File: config.mk
export PLATFORM = sky130hd
export DESIGN_NAME = hazard_stall_controller
export DESIGN_NICKNAME = d
export VERILOG_FILES = /design/src/rtl/hazard_pkg.sv /design/src/rtl/sat_counter.sv /design/src/rtl/hazard_stall_controller.sv
export SDC_FILE = /design/constraint.sdc
export NUM_CORES = 1
export LEC_CHECK = 0
export ABC_AREA = 1
export CORE_UTILIZATION = 51
export CTS_CLUSTER_SIZE = 20
export DETAILED_ROUTE_END_ITERATION = 10
export HOLD_SLACK_MARGIN = 0.05
export PLACE_DENSITY = 0.8
export SLEW_MARGIN = 20
export SYNTH_ARGS = -nofsm -noshare
export SYNTH_HDL_FRONTEND = slang
export SYNTH_SLANG_ARGS = --single-unit
export TNS_END_PERCENT = 20
File: constraint.sdc
create_clock -name clk -period 2.5 [get_ports clk]
set_input_delay 0.5 -clock clk [delete_from_list [all_inputs] [get_ports clk]]
set_output_delay 0.5 -clock clk [all_outputs]
set_load 0.02 [all_outputs]
File: src/rtl/hazard_pkg.sv
// -----------------------------------------------------------------------------
// hazard_pkg
//   Shared types and constants for the pipeline hazard/stall controller:
//   the sequencing FSM state encoding, the register-zero specifier and the
//   canned control vectors driven onto the pipeline-register enables.
// -----------------------------------------------------------------------------
package hazard_pkg;

  typedef enum logic [1:0] {
    RUN        = 2'd0,
    LOAD_STALL = 2'd1,
    FLUSH      = 2'd2,
    MEM_WAIT   = 2'd3
  } state_t;

  // Writes to register zero are discarded, so a load targeting it never
  // creates a real dependency.
  localparam int unsigned REG_ZERO = 0;

  typedef struct packed {
    logic pc_write;
    logic ifid_write;
    logic ifid_flush;
    logic idex_flush;
    logic exmem_hold;
  } ctrl_t;

  // Free-running pipeline: everything advances, nothing squashed.
  localparam ctrl_t CTRL_DEFAULT = '{pc_write: 1'b1, ifid_write: 1'b1,
                                     ifid_flush: 1'b0, idex_flush: 1'b0,
                                     exmem_hold: 1'b0};

  // Held during reset: front end frozen, both front registers load bubbles.
  localparam ctrl_t CTRL_RESET = '{pc_write: 1'b0, ifid_write: 1'b0,
                                   ifid_flush: 1'b1, idex_flush: 1'b1,
                                   exmem_hold: 1'b0};

  // Load-use bubble: PC and IF/ID hold, ID/EX receives a bubble.
  localparam ctrl_t CTRL_STALL = '{pc_write: 1'b0, ifid_write: 1'b0,
                                   ifid_flush: 1'b0, idex_flush: 1'b1,
                                   exmem_hold: 1'b0};

  // Taken-branch squash: PC loads the target, wrong-path IF/ID and ID/EX die.
  localparam ctrl_t CTRL_FLUSH = '{pc_write: 1'b1, ifid_write: 1'b1,
                                   ifid_flush: 1'b1, idex_flush: 1'b1,
                                   exmem_hold: 1'b0};

  // Data-memory wait: the whole pipeline freezes, nothing is squashed.
  localparam ctrl_t CTRL_MEM = '{pc_write: 1'b0, ifid_write: 1'b0,
                                 ifid_flush: 1'b0, idex_flush: 1'b0,
                                 exmem_hold: 1'b1};

endpackage

File: src/rtl/sat_counter.sv
// -----------------------------------------------------------------------------
// sat_counter
//   W-bit event counter that sticks at all-ones. A synchronous clear wins over
//   an increment in the same cycle.
//   Ports: clk, rst_n (async active-low), clr (sync clear), inc (count this
//   cycle), count (current value).
// -----------------------------------------------------------------------------
module sat_counter #(
  parameter int W = 16
) (
  input  logic         clk,
  input  logic         rst_n,
  input  logic         clr,
  input  logic         inc,
  output logic [W-1:0] count
);

  localparam logic [W-1:0] ONE = W'(1);

  // NOTE: clocked state uses non-blocking assignments so every register
  // samples the pre-edge values of its sources, independent of block order.
  always_ff @(posedge clk or negedge rst_n) begin
    if (!rst_n) begin
      count <= '0;
    end else if (clr) begin
      count <= '0;
    end else if (inc && (count != '1)) begin
      count <= count + ONE;
    end
  end

endmodule

File: src/rtl/hazard_stall_controller.sv
// -----------------------------------------------------------------------------
// hazard_stall_controller
//   Sequencing controller for the 5-stage pipeline. Handles what EX forwarding
//   cannot: load-use stalls, taken-branch flushes, ID-stage jump squashes and
//   data-memory wait states. Priority: memBusy > branchTakenEX > load-use >
//   jumpID. Control outputs are combinational so they act in the hazard cycle.
//   Ports:
//     clk, rst_n                      clock, async active-low reset
//     regRsID, regRtID, useRtID       source operands of the ID instruction
//     memReadEX, writeRegEX           load/destination of the EX instruction
//     branchTakenEX, jumpID, memBusy  control-flow and memory-wait events
//     cntClr                          synchronous clear of both counters
//     pcWrite, ifidWrite              front-end load enables
//     ifidFlush, idexFlush            bubble insertion
//     exmemHold                       back-end freeze
//     stateOut                        FSM state for debug
//     stallCount, flushCount          saturating profiling counters
// -----------------------------------------------------------------------------
module hazard_stall_controller
  import hazard_pkg::*;
#(
  parameter int REG_W               = 5,
  parameter int LOAD_STALL_CYCLES   = 1,
  parameter int BRANCH_FLUSH_CYCLES = 1,
  parameter int CNT_W               = 16
) (
  input  logic             clk,
  input  logic             rst_n,
  input  logic [REG_W-1:0] regRsID,
  input  logic [REG_W-1:0] regRtID,
  input  logic             useRtID,
  input  logic             memReadEX,
  input  logic [REG_W-1:0] writeRegEX,
  input  logic             branchTakenEX,
  input  logic             jumpID,
  input  logic             memBusy,
  input  logic             cntClr,
  output logic             pcWrite,
  output logic             ifidWrite,
  output logic             ifidFlush,
  output logic             idexFlush,
  output logic             exmemHold,
  output logic [1:0]       stateOut,
  output logic [CNT_W-1:0] stallCount,
  output logic [CNT_W-1:0] flushCount
);

  localparam int MAX_CYC = (LOAD_STALL_CYCLES > BRANCH_FLUSH_CYCLES) ?
                           LOAD_STALL_CYCLES : BRANCH_FLUSH_CYCLES;
  localparam int REM_W   = $clog2(MAX_CYC + 1);

  localparam logic [REM_W-1:0] REM_ONE       = REM_W'(1);
  localparam logic [REM_W-1:0] LOAD_RELOAD   = REM_W'(LOAD_STALL_CYCLES - 1);
  localparam logic [REM_W-1:0] BRANCH_RELOAD = REM_W'(BRANCH_FLUSH_CYCLES - 1);
  localparam logic [REG_W-1:0] REG_Z         = REG_W'(REG_ZERO);

  state_t           state, state_nxt, saved_state, eff_state;
  logic [REM_W-1:0] rem_cnt, rem_nxt, saved_rem, eff_rem;
  logic             load_haz;
  ctrl_t            ctrl, ctrl_out;

  assign load_haz = memReadEX && (writeRegEX != REG_Z) &&
                    ((writeRegEX == regRsID) ||
                     (useRtID && (writeRegEX == regRtID)));

  // The cycle memBusy drops is evaluated as the interrupted state, so the
  // saved context stands in for the live one while in MEM_WAIT.
  assign eff_state = (state == MEM_WAIT) ? saved_state : state;
  assign eff_rem   = (state == MEM_WAIT) ? saved_rem   : rem_cnt;

  // NOTE: every variable gets a default at the top of the block so that no
  // path leaves it unassigned, which would otherwise infer a latch.
  always_comb begin
    ctrl      = CTRL_DEFAULT;
    state_nxt = RUN;
    rem_nxt   = '0;

    if (memBusy) begin
      ctrl      = CTRL_MEM;
      state_nxt = MEM_WAIT;
      rem_nxt   = rem_cnt;
    end else if (branchTakenEX) begin
      // Same action from RUN, an aborted LOAD_STALL, or a FLUSH reload.
      ctrl = CTRL_FLUSH;
      if (BRANCH_FLUSH_CYCLES > 1) begin
        state_nxt = FLUSH;
        rem_nxt   = BRANCH_RELOAD;
      end
    end else begin
      case (eff_state)
        LOAD_STALL: begin
          ctrl = CTRL_STALL;
          if (eff_rem != REM_ONE) begin
            state_nxt = LOAD_STALL;
            rem_nxt   = eff_rem - REM_ONE;
          end
        end
        FLUSH: begin
          ctrl = CTRL_FLUSH;
          if (eff_rem != REM_ONE) begin
            state_nxt = FLUSH;
            rem_nxt   = eff_rem - REM_ONE;
          end
        end
        default: begin
          if (load_haz) begin
            // A jump in ID is simply held in IF/ID and re-presented.
            ctrl = CTRL_STALL;
            if (LOAD_STALL_CYCLES > 1) begin
              state_nxt = LOAD_STALL;
              rem_nxt   = LOAD_RELOAD;
            end
          end else if (jumpID) begin
            ctrl.ifid_flush = 1'b1;
          end
        end
      endcase
    end
  end

  always_ff @(posedge clk or negedge rst_n) begin
    if (!rst_n) begin
      state       <= RUN;
      rem_cnt     <= '0;
      saved_state <= RUN;
      saved_rem   <= '0;
    end else begin
      state   <= state_nxt;
      rem_cnt <= rem_nxt;
      // Capture context only on entry; a stretched wait keeps the original.
      if (memBusy && (state != MEM_WAIT)) begin
        saved_state <= state;
        saved_rem   <= rem_cnt;
      end
    end
  end

  assign ctrl_out  = rst_n ? ctrl : CTRL_RESET;
  assign pcWrite   = ctrl_out.pc_write;
  assign ifidWrite = ctrl_out.ifid_write;
  assign ifidFlush = ctrl_out.ifid_flush;
  assign idexFlush = ctrl_out.idex_flush;
  assign exmemHold = ctrl_out.exmem_hold;
  assign stateOut  = state;

  sat_counter #(.W(CNT_W)) u_stall_cnt (
    .clk   (clk),
    .rst_n (rst_n),
    .clr   (cntClr),
    .inc   (~ctrl_out.pc_write),
    .count (stallCount)
  );

  sat_counter #(.W(CNT_W)) u_flush_cnt (
    .clk   (clk),
    .rst_n (rst_n),
    .clr   (cntClr),
    .inc   (ctrl_out.ifid_flush | ctrl_out.idex_flush),
    .count (flushCount)
  );

endmodule

==> summary.json <==
{
  "outcome": {"value": "finished, final reports clean"},
  "achievable-frequency": {"value": 418.7, "unit": "MHz"},
  "clock_tree.htree_level_count": {"value": 2},
  "cts-buffers-inserted": {"value": 5},
  "finalHoldViolations": {"value": 0},
  "crit_path_end_kind": {"value": "output port"},
  "vias_per_cell": {"value": 5.141},
  "setup_tns": {"value": 0, "unit": "ns"},
  "postRouteAntennaNets": {"value": 0},
  "synthCells": {"value": 369},
  "power.leakage": {"value": 0.001884, "unit": "uW"},
  "cts_buffer_depth": {"value": 2},
  "yosys_most_used_dff": {"value": "dfrtp_1"},
  "synth_enable_flop_cells": {"value": 0},
  "power_density": {"value": 460.3, "unit": "nW/um^2"},
  "power_frac_seq": {"value": 40.1, "unit": "%"},
  "netlist_top_cells_area": {"value": "dfrtp_1, nand2_1, nand3_1"},
  "dr.pass1.iters": {"value": 4},
  "finalNetCount": {"value": 472},
  "die_height": {"value": 74.51, "unit": "microns"},
  "area_growth": {"value": 33.97, "unit": "%"},
  "peakVddDrop": {"value": 0.0005478, "unit": "V"},
  "combinational_family_with_the_most_area_after_synthesis": {"value": "simple AND/OR/NAND/NOR gates"},
  "use_met2": {"value": 40.24, "unit": "%"},
  "start_util": {"value": 52.84, "unit": "%"},
  "cts-root-buf": {"value": "clkbuf_8"},
  "antenna_violations_before_repair": {"value": 0},
  "yosys.area.top_type": {"value": "dfrtp_1"},
  "synth_commonest_cells": {"value": "nand2_1, nand3_1, inv_1"},
  "routed_wirelength": {"value": 6390, "unit": "microns"},
  "share_of_synthesized_cell_area_in_and_or_nand_and_nor_gates": {"value": 39.99, "unit": "%"},
  "setup_viol_count_final": {"value": 0},
  "detailroute.via_count": {"value": 2653},
  "cts_tree": {"value": "built"},
  "post_cts_hold_buffer_count": {"value": 0},
  "worst-endpoint-arrival": {"value": 1.89, "unit": "ns"},
  "drv.max_cap_violation_count": {"value": 0},
  "layout-drive-gt1-share": {"value": 12.78, "unit": "%"},
  "avgSynthCellArea": {"value": 7.266, "unit": "sq um"},
  "postSynthRegisterBits": {"value": 38},
  "met3_usage": {"value": 4.743, "unit": "%"},
  "netSwitchingFraction": {"value": 26.46, "unit": "%"},
  "drt_iter0_drc": {"value": 130},
  "grt_busiest_layer": {"value": "met2"},
  "clk_transition_reported_paths": {"value": 0.08, "unit": "ns"},
  "synth.yosys.warnings": {"value": 0},
  "slew_viol_final": {"value": 0},
  "synth_nets": {"value": 396},
  "number_of_global_route_vias_before_repair": {"value": 2342},
  "antenna-diode-count": {"value": 0},
  "num_rows": {"value": 26},
  "clock_skew": {"value": 0.01256, "unit": "ns"},
  "wl_per_instance": {"value": 12.38, "unit": "microns"},
  "met1_usage": {"value": 30.91, "unit": "%"},
  "buffer_ports.inserted": {"value": 61},
  "synth.most_common_cell": {"value": "nand2_1"},
  "netSwitchingPower": {"value": 437.6, "unit": "uW"},
  "synth-compound-area-share": {"value": 3.873, "unit": "%"},
  "post_synth_num_cell_types": {"value": 37},
  "num-fill-cells": {"value": 422},
  "worst_skew_pair.late_latency": {"value": 0.30, "unit": "ns"},
  "core_area": {"value": 5075, "unit": "sq um"},
  "gp_congestion": {"value": 0.8561},
  "relative_contribution_of_combinational_cells_to_total_power": {"value": 20.5, "unit": "%"},
  "yosys-mux-area-fraction": {"value": 0.4200, "unit": "%"},
  "post_cts_setup_buffers": {"value": 0},
  "timing.hold.worst.class": {"value": "in -> async"},
  "synth_xor_area_share": {"value": 7.186, "unit": "%"},
  "grt_remaining_overflow": {"value": 0},
  "required": {"value": 2.00, "unit": "ns"},
  "drc": {"value": 0},
  "grt_pass1_wl": {"value": 10270, "unit": "microns"},
  "async_flop_share": {"value": 100.0, "unit": "%"},
  "fin_util": {"value": 70.78, "unit": "%"},
  "hpwlAfterDp": {"value": 4610, "unit": "microns"},
  "grtUsageTotal": {"value": 23.90, "unit": "%"},
  "path_max_fanout": {"value": 4},
  "area_taken_by_multi_input_logic_gates": {"value": 1460, "unit": "sq um"},
  "finalCriticalPeriod": {"value": 2.388, "unit": "ns"},
  "power.share.clock": {"value": 39.4, "unit": "%"},
  "die_x": {"value": 74.51, "unit": "microns"},
  "relSlewSlack": {"value": 65.38, "unit": "%"},
  "clk_sinks": {"value": 38},
  "number_of_top_level_pins": {"value": 62},
  "synth.top_cell.area_share": {"value": 35.46, "unit": "%"},
  "synth-adder-area-share": {"value": 1.867, "unit": "%"},
  "power_report.internal_total": {"value": 1216, "unit": "uW"},
  "timing_worst_slew_pin_value": {"value": 0.5186, "unit": "ns"},
  "timing.setup.critical_path_class": {"value": "reg -> out"},
  "synth_area": {"value": 2681, "unit": "sq um"},
  "startpoint_class_of_the_critical_path": {"value": "flop"},
  "grt_start_max_net_pins": {"value": 34},
  "layout_worst_path_cycle_share": {"value": 95.53, "unit": "%"},
  "area.sequential": {"value": 952.2, "unit": "sq um"},
  "synth.yosys.seq_area_share": {"value": 35.46, "unit": "%"},
  "die_ar": {"value": 5552, "unit": "sq um"}
}
[cell usage in the layout, fill, tap and decap left out, types with 3 or more instances in the layout]
| master | count |
|---|---|
| o21ai_0 | 5 |
| xnor2_1 | 6 |
| dfrtp_1 | 37 |
| ha_1 | 4 |
| clkdlybuf4s50_1 | 51 |
| nand3_1 | 50 |
| dlymetal6s2s_1 | 3 |
| nand4_1 | 21 |
| xor2_1 | 16 |
| nand3b_1 | 11 |
| nand2_1 | 97 |
| inv_1 | 46 |
| a21oi_1 | 3 |
| nor2_1 | 25 |
| nor3_1 | 5 |
| buf_2 | 3 |
| buf_4 | 21 |
| inv_2 | 5 |
| clkbuf_8 | 6 |
[logic make-up after synthesis]
group | Yosys count
XOR/XNOR | 22
multiplexers | 1
adder cells (fa/ha/maj) | 4
AND/OR/NAND/NOR | 223
AO/OA/AOI/OAI | 18
buffers and inverters | 63
flip-flops | 38
[per-layer routing]
layer / up-vias / share of wire, %
li1: 1351 / -
met1: 1240 / 46
met2: 53 / 49
met3: 9 / 4.1
met4: 0 / 1.3
met5: - / 0
[worst paths after layout]
| kind | start | endpoint | slack [ns] | depth (start not counted) |
|---|---|---|---|---|
| min reg2reg | saved_rem | saved_rem | 0.51 | 1 |
| max reg2reg | u_flush_cnt.count[0] | u_flush_cnt.count[6] | 0.25 | 10 |
| max in group asynchronous | rst_n | u_flush_cnt.count[3] | 2.00 | 2 |
| max | stateOut[0] | ifidWrite | 0.11 | 9 |
| min | rst_n | stateOut[0] | 0.26 | 2 |
| min in group clk | saved_rem | saved_rem | 0.51 | 1 |
[state kept, by name (all words and copies together), names as in the netlist]
name	flops
u_flush_cnt.count	16
u_stall_cnt.count	16
saved_state	2
stateOut	2
rem_cnt	1
saved_rem	1
[area by class of cell]
type	count	area share (%)
multi-input cells	268	40.65
clock buffers	6	2.299
inverters	51	5.329
flip-flops and latches	38	26.51
clock inverters	2	1.672
repair buffers	81	21.11
well taps	70	2.438
[worst max-delay path, stage by stage (launching register included)]
cell and delay, ns:
dfrtp_2 0.45, a21oi_2 0.16, inv_1 0.06, ha_1 0.29, inv_1 0.12, a21oi_4 0.08, a21oi_2 0.12, nand2_1 0.08
inv_1 0.08, buf_4 0.14
[power by group through the flow]
stage	Combinational [uW]	Sequential [uW]	Clock (uW)
after detailed placement	330	673	0
final	340	663	651
after CTS	330	662	663
after floorplan	159	688	0
after global routing	375	667	684
after global placement	323	672	0
[through the flow]
| stage | total power (uW) | hold WS, ns | std cells | setup slack [ns] | instance area, sq um |
|---|---|---|---|---|---|
| after CTS | 1655 | 0.2635 | 516 | 0.01499 | 3562 |
| after global placement | 995.2 | 0.4851 | 508 | -0.3509 | 3428 |
| after floorplan | 846.7 | 0.2044 | 369 | 0.1302 | 2681 |
| final | 1654 | 0.2557 | 516 | 0.1116 | 3592 |
| after global routing | 1726 | 0.2769 | 516 | -0.003688 | 3592 |
| after detailed placement | 1004 | 0.4911 | 508 | -0.3909 | 3428 |
[timing repair]
action | CTS | global route
gates resized for setup | 21 | 16
endpoints found under the setup margin | 4 | 4
pin swaps | 0 | 2
Power figures use the tool's default switching activity.
